### src/rtl/unified_mem_arbiter_pkg.sv
// Shared types and constants for the IF/MEM unified memory arbiter.
package unified_mem_arbiter_pkg;

    typedef enum logic [1:0] {
        IDLE  = 2'd0,
        ISSUE = 2'd1,
        WAIT  = 2'd2,
        DONE  = 2'd3
    } state_t;

    localparam logic OWN_IF = 1'b0;
    localparam logic OWN_D  = 1'b1;

    localparam int CNT_W = 4;

endpackage

### src/rtl/unified_mem_arbiter.sv
// Purpose: shares one single-ported synchronous memory between fetch and load/store, data first.
// Latency: grant edge -> mem_en next cycle -> valid pulse MEM_LAT+2 cycles after the request.
// Backpressure: requesters hold req until their valid pulse; stall = req & ~valid.
module unified_mem_arbiter
    import unified_mem_arbiter_pkg::*;
#(
    parameter int ADDR_W     = 32,
    parameter int DATA_W     = 32,
    parameter int MEM_LAT    = 2,
    parameter int STARVE_MAX = 4
) (
    input  logic              clk,
    input  logic              rst,
    input  logic              if_req,
    input  logic [ADDR_W-1:0] if_addr,
    output logic [DATA_W-1:0] if_rdata,
    output logic              if_valid,
    output logic              if_stall,
    input  logic              d_req,
    input  logic              d_we,
    input  logic [ADDR_W-1:0] d_addr,
    input  logic [DATA_W-1:0] d_wdata,
    output logic [DATA_W-1:0] d_rdata,
    output logic              d_valid,
    output logic              d_stall,
    output logic              mem_en,
    output logic              mem_we,
    output logic [ADDR_W-3:0] mem_addr,
    output logic [DATA_W-1:0] mem_wdata,
    input  logic [DATA_W-1:0] mem_rdata,
    output logic              busy
);

    state_t           state;
    state_t           state_nxt;
    logic             owner;
    logic [CNT_W-1:0] lat_cnt;
    logic [CNT_W-1:0] starve_cnt;
    logic             grant_d;
    logic             grant_if;
    logic             unused_addr_lsb;

    // Byte offsets never reach the word-addressed memory.
    assign unused_addr_lsb = ^{if_addr[1:0], d_addr[1:0]};

    assign if_stall = if_req & ~if_valid;
    assign d_stall  = d_req & ~d_valid;
    assign busy     = (state != IDLE);

    always_comb begin
        grant_d   = 1'b0;
        grant_if  = 1'b0;
        state_nxt = state;
        case (state)
            IDLE: begin
                // Data wins unless fetch has been passed over STARVE_MAX times in a row.
                grant_d  = d_req && (!if_req || starve_cnt != CNT_W'(STARVE_MAX));
                grant_if = if_req && !grant_d;
                if (grant_d || grant_if) state_nxt = ISSUE;
            end
            ISSUE:   state_nxt = WAIT;
            WAIT:    if (lat_cnt == CNT_W'(1)) state_nxt = DONE;
            DONE:    state_nxt = IDLE;
            default: state_nxt = IDLE;
        endcase
    end

    always_ff @(posedge clk or negedge rst) begin
        if (!rst) state <= IDLE;
        else      state <= state_nxt;
    end

    always_ff @(posedge clk or negedge rst) begin
        if (!rst) begin
            owner      <= OWN_IF;
            lat_cnt    <= '0;
            starve_cnt <= '0;
            mem_en     <= 1'b0;
            mem_we     <= 1'b0;
            mem_addr   <= '0;
            mem_wdata  <= '0;
            if_rdata   <= '0;
            d_rdata    <= '0;
            if_valid   <= 1'b0;
            d_valid    <= 1'b0;
        end else begin
            if_valid <= 1'b0;
            d_valid  <= 1'b0;
            case (state)
                IDLE: begin
                    if (grant_d) begin
                        owner     <= OWN_D;
                        mem_en    <= 1'b1;
                        mem_we    <= d_we;
                        mem_addr  <= d_addr[ADDR_W-1:2];
                        mem_wdata <= d_wdata;
                        if (!if_req)
                            starve_cnt <= '0;
                        else if (starve_cnt != CNT_W'(STARVE_MAX))
                            starve_cnt <= starve_cnt + CNT_W'(1);
                    end else if (grant_if) begin
                        owner      <= OWN_IF;
                        mem_en     <= 1'b1;
                        mem_we     <= 1'b0;
                        mem_addr   <= if_addr[ADDR_W-1:2];
                        starve_cnt <= '0;
                    end
                end
                ISSUE: begin
                    mem_en  <= 1'b0;
                    mem_we  <= 1'b0;
                    lat_cnt <= CNT_W'(MEM_LAT);
                end
                WAIT: begin
                    lat_cnt <= lat_cnt - CNT_W'(1);
                    if (lat_cnt == CNT_W'(1)) begin
                        if (owner == OWN_D) begin
                            d_rdata <= mem_rdata;
                            d_valid <= 1'b1;
                        end else begin
                            if_rdata <= mem_rdata;
                            if_valid <= 1'b1;
                        end
                    end
                end
                default: ;
            endcase
        end
    end

endmodule

### config.mk
export PLATFORM = sky130hd
export DESIGN_NAME = unified_mem_arbiter
export DESIGN_NICKNAME = d
export VERILOG_FILES = /design/src/rtl/unified_mem_arbiter_pkg.sv /design/src/rtl/unified_mem_arbiter.sv
export SDC_FILE = /design/constraint.sdc
export NUM_CORES = 1
export LEC_CHECK = 0
export CAP_MARGIN = 40
export CORE_MARGIN = 2
export CORE_UTILIZATION = 42
export CTS_CLUSTER_DIAMETER = 40
export DETAILED_ROUTE_END_ITERATION = 7
export MAX_ROUTING_LAYER = met4
export PLACE_DENSITY = 0.8
export SLEW_MARGIN = 20
export SYNTH_ARGS = -nofsm -noshare
export SYNTH_HDL_FRONTEND = slang
export SYNTH_SLANG_ARGS = --single-unit
### constraint.sdc
create_clock -name clk -period 2.4 [get_ports clk]
set_input_delay 0.48 -clock clk [delete_from_list [all_inputs] [get_ports clk]]
set_output_delay 0.48 -clock clk [all_outputs]
set_load 0.01 [all_outputs]
==> impl_metrics.env, run 1 <==
export IMPL_io_buffers=261
export IMPL_synth_cell_types=41
export IMPL_maxCapViolCount=0
export IMPL_grt_ovfl_total=0
export IMPL_start_util=0.426
export IMPL_report_final_setup_viol=0
export IMPL_end_kind="primary output"
export IMPL_num_vias=4849
export IMPL_skew_ns=0.00492
export IMPL_setup_tns_ns=0
export IMPL_antenna_cells=0
export IMPL_track_usage=0.223
export IMPL_antenna_found_initial=0
export IMPL_cts_buffer_depth=2
export IMPL_max_slew_worst_pin_slew_ns=0.453
export IMPL_nNetsFinal=862
export IMPL_drc_errors=0
export IMPL_powerDensity_mw_per_mm2=1240
export IMPL_crit_type="flop to primary output"
export IMPL_layout_common_cells="259 x clkdlybuf4s50_1, 141 x dfrtp_1, 66 x mux2_2, 35 x o21ai_0, 35 x nor2_1"
export IMPL_cp_start_kind="flop"
export IMPL_syn_nets=595
export IMPL_drt_iter0_drc=241
export IMPL_grt_start_max_net_pins=48
export IMPL_clockRootBuffer="clkbuf_16"
export IMPL_drt_total_wl_um=16600
export IMPL_die_w_um=125
export IMPL_synth_cells=455
export IMPL_ir_worst_vdd_v=0.000681
export IMPL_status="finished, final reports clean"
export IMPL_hold_viol_final=0
export IMPL_synth_area_mm2=0.00612
export IMPL_min_path_type="flop to flop"
export IMPL_drt_first_pass_iters=5
export IMPL_clock_fmax_mhz=453
export IMPL_fp_coreArea_mm2=0.0144
export IMPL_synth_async_reset_ratio=1.00
export IMPL_layout_min_cycle_time_ns=2.21
export IMPL_synthFlopType="dfrtp_1"
export IMPL_numCtsBuffers=17
export IMPL_insertion_delay_ns=0.42
export IMPL_cp_data_arrival_time_ns=1.73
export IMPL_cts_tree="done"
export IMPL_ant_nets=0
export IMPL_hpwl_um=11900
export IMPL_fp_row_count=44
export IMPL_post_synth_cell_area_avg_um2=13.4
export IMPL_ys_ff_latch=141
export IMPL_synth_edf_count=0
export IMPL_vias_per_cell=5.28
export IMPL_wl_per_cell_um=18.0
export IMPL_die_height_um=125
export IMPL_rsz0062_at_grt="no"
export IMPL_grt_pass1_wl_um=26700
export IMPL_cts_sinks=141
export IMPL_drive_gt1_frac=0.216
export IMPL_dieArea_mm2=0.0156
export IMPL_grt_pass1_vias=5173
export IMPL_worst_path_max_fanout=3
export IMPL_io_pins=266
export IMPL_whs_ns=0.502
export IMPL_final_common_cell="clkdlybuf4s50_1"
export IMPL_critical_path_required_ns=1.92
export IMPL_slew_violations=0
export IMPL_postCtsSetupBuffers=0
export IMPL_area_growth_pct=56.4
export IMPL_slew_headroom=0.698
export IMPL_fin_crit_sh=0.920
export IMPL_clk_pin_slew_ns=0.06
export IMPL_seq_area_frac_synth=0.577
export IMPL_synth_warnings=0
export IMPL_globalplace_congestion=0.837
export IMPL_htree_levels=4
export IMPL_p_leak_nw=4.01
-- state kept, by name, summed over array words and instances, names as in the netlist --
signal,flops
mem_wdata,32
owner,1
mem_we,1
if_valid,1
d_valid,1
state,2
mem_en,1
lat_cnt,4
starve_cnt,4
d_rdata,32
mem_addr,30
if_rdata,32
-- logic make-up after synthesis --
| logic type | count (synthesis) | share of synthesized area |
|---|---|---|
| adders and majority gates | 7 | 0.0143 |
| AOI/OAI and AO/OA | 108 | 0.115 |
| DFF | 141 | 0.577 |
| buffers and inverters | 46 | 0.0487 |
| and+or+nand+nor | 54 | 0.0454 |
| xor gates and xnor gates | 2 | 0.00286 |
| muxes | 97 | 0.198 |
-- final timing paths --
path | cells after the start | slack (ns) | start | end
setup / recovery | 4 | 0.19 | state[0] | busy
hold reg to reg | 1 | 0.50 | d_rdata[30] | d_rdata[30]
min in group asynchronous | 2 | 0.57 | rst | mem_addr[26]
setup reg to reg | 6 | 0.37 | state[0] | if_rdata[22]
hold / removal | 1 | 0.50 | d_rdata[30] | d_rdata[30]
max in group asynchronous | 3 | 1.20 | rst | mem_addr[2]
-- repair_timing --
action,4_1_cts,5_1_grt
gates resized for setup,0,1
setup endpoints to repair,0,1
hold endpoints to repair,9,0
hold buffers,1,0
-- worst max-delay path, cell delays in order, from the launching register on --
cell and delay [ns]:
dfrtp_1 0.38, inv_1 0.07, ha_1 0.24, inv_1 0.07
clkdlybuf4s50_1 0.55
-- per-layer routing --
metal  track usage  wire length, um  vias up
met2         0.361             8180      248
li1              -                -     2183
met3        0.0666             1300       30
met4        0.0813              360        0
met1         0.264             6710     2388
met5             -                0        -
-- metrics by stage --
stage,total power [W],cell area [um2],cells,setup WS [ns],util
final,0.0119,9570,919,0.192,0.666
after global routing,0.0126,9570,919,0.105,0.666
after CTS,0.0120,9570,919,0.0469,0.666
after detailed placement,0.00913,8910,886,0.0514,0.620
after global placement,0.00891,8910,886,0.0539,0.620
after floorplan,0.00632,6120,455,0.639,-
-- cell type report --
type	instances	area (um2)
multi-input cells	268	2290
inverters	11	41.3
clock buffers	19	453
flip-flops and latches	141	3530
fillers	1023	4800
repair buffers	283	2830
well taps	184	230
clock inverters	13	189
-- synth_stat cells, types with 2 or more instances --
library cell | count | share of area
clkbuf_8 | 5 | 0.011
a32o_1 | 4 | 0.0065
mux2_4 | 31 | 0.076
a21oi_1 | 30 | 0.025
mux2_2 | 66 | 0.12
nand2_1 | 2 | 0.0012
buf_6 | 2 | 0.0037
clkbuf_2 | 3 | 0.0025
a41oi_1 | 30 | 0.043
nor2_1 | 35 | 0.021
ha_1 | 7 | 0.014
buf_2 | 6 | 0.0049
nand3_1 | 4 | 0.0033
dfrtp_1 | 141 | 0.58
o21ai_0 | 35 | 0.029
clkbuf_1 | 15 | 0.0092
buf_12 | 3 | 0.0098
inv_1 | 11 | 0.0067
nor2b_1 | 3 | 0.0031
-- report_power, final --
part | total, W | leakage, nW | switching (W) | internal, W
clock network | 0.00281 | 0.298 | 0.00102 | 0.00180
logic | 0.00508 | 2.01 | 0.00209 | 0.00300
registers | 0.00400 | 1.70 | 0.000581 | 0.00342
total | 0.0119 | 4.01 | 0.00368 | 0.00821
(Power assumes the default switching activity.)
==> run 2: changes to the inputs <==
--- a/config.mk
+++ b/config.mk
@@ -7,11 +7,12 @@
 export LEC_CHECK = 0
 export CAP_MARGIN = 40
 export CORE_MARGIN = 2
-export CORE_UTILIZATION = 42
+export CORE_UTILIZATION = 63
 export CTS_CLUSTER_DIAMETER = 40
 export DETAILED_ROUTE_END_ITERATION = 7
+export DONT_BUFFER_PORTS = 1
 export MAX_ROUTING_LAYER = met4
-export PLACE_DENSITY = 0.8
+export PLACE_DENSITY = 0.79
 export SLEW_MARGIN = 20
 export SYNTH_ARGS = -nofsm -noshare
 export SYNTH_HDL_FRONTEND = slang
==> run 2 against run 1 <==
The flow now finishes with violations (hold timing); cell count fell by 36%; non-clock buffer count fell by 273; clock-buffer cell count fell by 2; clock skew rose by 0.0092 ns; setup slack got worse by 0.0081 ns; die area fell by 32%; register-to-register slack got worse by 0.08 ns; critical endpoint unchanged; utilization rose by 5.3 points; hold slack got worse by 0.85 ns; maximum frequency fell by 0.36%; highest routed layer unchanged; clock power fell by 9.6%.
==> impl_metrics.env, run 2 (synthesis results as in run 1) <==
export IMPL_largest_registers="d_rdata (32), if_rdata (32), mem_wdata (32)"
export IMPL_max_stage_delay_ns=0.40
export IMPL_slew_violations=0
export IMPL_io_buffers=0
export IMPL_clk_pin_slew_ns=0.07
export IMPL_track_usage=0.258
export IMPL_io_pins=266
export IMPL_postCtsSetupBuffers=0
export IMPL_slew_headroom=0.443
export IMPL_cp_data_arrival_time_ns=1.74
export IMPL_ir_worst_vdd_v=0.000668
export IMPL_drt_first_pass_iters=4
export IMPL_setup_tns_ns=0
export IMPL_drt_total_wl_um=13500
export IMPL_critical_path_top_delay_family="buffers and inverters"
export IMPL_skew_ns=0.0142
export IMPL_path_cells="inv_1, ha_1, buf_4, inv_1"
export IMPL_critPathBufInv=3
export IMPL_grt_pass1_wl_um=19900
export IMPL_hold_viol_final=141
export IMPL_clock_fmax_mhz=451
export IMPL_layout_min_cycle_time_ns=2.22
export IMPL_htree_levels=4
export IMPL_max_slew_worst_pin_slew_ns=0.833
export IMPL_vias_per_cell=6.39
export IMPL_worst_path_max_fanout=17
export IMPL_drc_errors=0
export IMPL_cts_tree="done"
export IMPL_drive_gt1_frac=0.318
export IMPL_critical_path_required_ns=1.92
export IMPL_antenna_found_initial=1
export IMPL_end_kind="primary output"
export IMPL_cp_start_kind="flop"
export IMPL_cts_buffer_depth=2
export IMPL_numCtsBuffers=17
export IMPL_status="complete, but fails checks"
export IMPL_fp_row_count=35
export IMPL_p_leak_nw=2.91
export IMPL_fin_crit_sh=0.923
export IMPL_nNetsFinal=589
export IMPL_clockRootBuffer="clkbuf_8"
export IMPL_min_path_type="primary input to async pin"
export IMPL_ant_nets=0
export IMPL_n_fill_cell=620
export IMPL_rsz0062_at_grt="no"
export IMPL_drt_iter0_drc=183
export IMPL_report_final_setup_viol=0
export IMPL_layout_common_cells="141 x dfrtp_1, 66 x mux2_2, 35 x o21ai_0, 35 x nor2_1, 31 x mux2_4"
export IMPL_maxCapViolCount=0
export IMPL_crit_slowest_cell="dfrtp_1"
export IMPL_powerDensity_mw_per_mm2=1410
export IMPL_reg2regPathDepth=5
export IMPL_die_w_um=103
export IMPL_cp_common_cell="inv_1"
export IMPL_layout_cells_non_filler=592
export IMPL_violations="hold timing"
export IMPL_area_growth_pct=9.59
export IMPL_cp_depth=4
export IMPL_final_common_cell="dfrtp_1"
export IMPL_grt_start_max_net_pins=142
export IMPL_cts_sinks=141
export IMPL_hpwl_um=9230
export IMPL_wl_per_cell_um=22.7
export IMPL_whs_ns=-0.347
export IMPL_dieArea_mm2=0.0105
export IMPL_fp_coreArea_mm2=0.00933
export IMPL_grt_pass1_vias=3903
export IMPL_num_vias=3783
export IMPL_dp_cells=559
export IMPL_crit_type="flop to primary output"
export IMPL_start_util=0.656
export IMPL_cts_resized=0
export IMPL_die_height_um=103
export IMPL_globalplace_congestion=0.753
export IMPL_insertion_delay_ns=0.51
export IMPL_grt_ovfl_total=0
run 2: changes by cell type in the layout (fill, tap and decap cells not counted), moves of 2 or more:
| cell | change |
|---|---|
| buf_4 | -8 |
| clkdlybuf4s50_1 | -259 |
| clkinvlp_4 | -4 |
| inv_6 | +2 |
| bufinv_16 | -3 |
| buf_12 | -3 |
| inv_8 | +6 |
run 2: per-layer routing:
| layer | vias to the layer above | track usage | share of wire |
|---|---|---|---|
| li1 | 1641 | - | - |
| met1 | 1923 | 0.297 | 0.37 |
| met2 | 203 | 0.421 | 0.52 |
| met3 | 16 | 0.0814 | 0.094 |
| met4 | 0 | 0.108 | 0.011 |
| met5 | - | - | 0 |
run 2: path summary, 6_finish.rpt:
kind | from | to | slack, ns
setup / recovery | state[0] | busy | 0.18
setup reg to reg | state[0] | mem_wdata[2] | 0.29
min in group clk | mem_rdata[16] | if_rdata[16] | 0.11
hold reg to reg | lat_cnt[3] | lat_cnt[3] | 0.54
hold / removal | rst | d_rdata[16] | -0.35
max in group asynchronous | rst | d_rdata[30] | 2.54
run 2: through the flow:
stage	setup slack [ns]	utilization	hold slack, ns	instance area [um2]	power (W)
global route	0.124	0.719	-0.374	6710	0.00997
detailed placement	0.350	0.656	0.186	6120	0.00695
global placement	0.449	0.655	0.187	6110	0.00674
finish	0.184	0.719	-0.347	6710	0.00944
CTS	0.218	0.719	-0.373	6700	0.00952
floorplan	0.639	-	0.184	6120	0.00632
run 2: worst register-to-register path: stages (launching register included):
cell and delay (ns):
dfrtp_1 0.40, inv_1 0.09, ha_1 0.33, nand2_1 0.21, nor2_8 0.51, mux2_2 0.44
run 2: where the power goes:
group / switching (W) / internal (W)
clock: 0.00111 / 0.00143
sequential: 0.00126 / 0.00342
combinational: 0.00105 / 0.00117
total: 0.00342 / 0.00603
run 2: final cells by class:
cell class              instances  area (um2)  share of cell area
diodes                          1        2.50            0.000373
multi-input cells             268        2300               0.343
repair buffers                 10        87.6              0.0131
well taps                     129         161              0.0241
clock inverters                15         170              0.0254
flip-flops and latches        141        3530               0.526
clock buffers                  17         414              0.0618
inverters                      11        41.3             0.00616
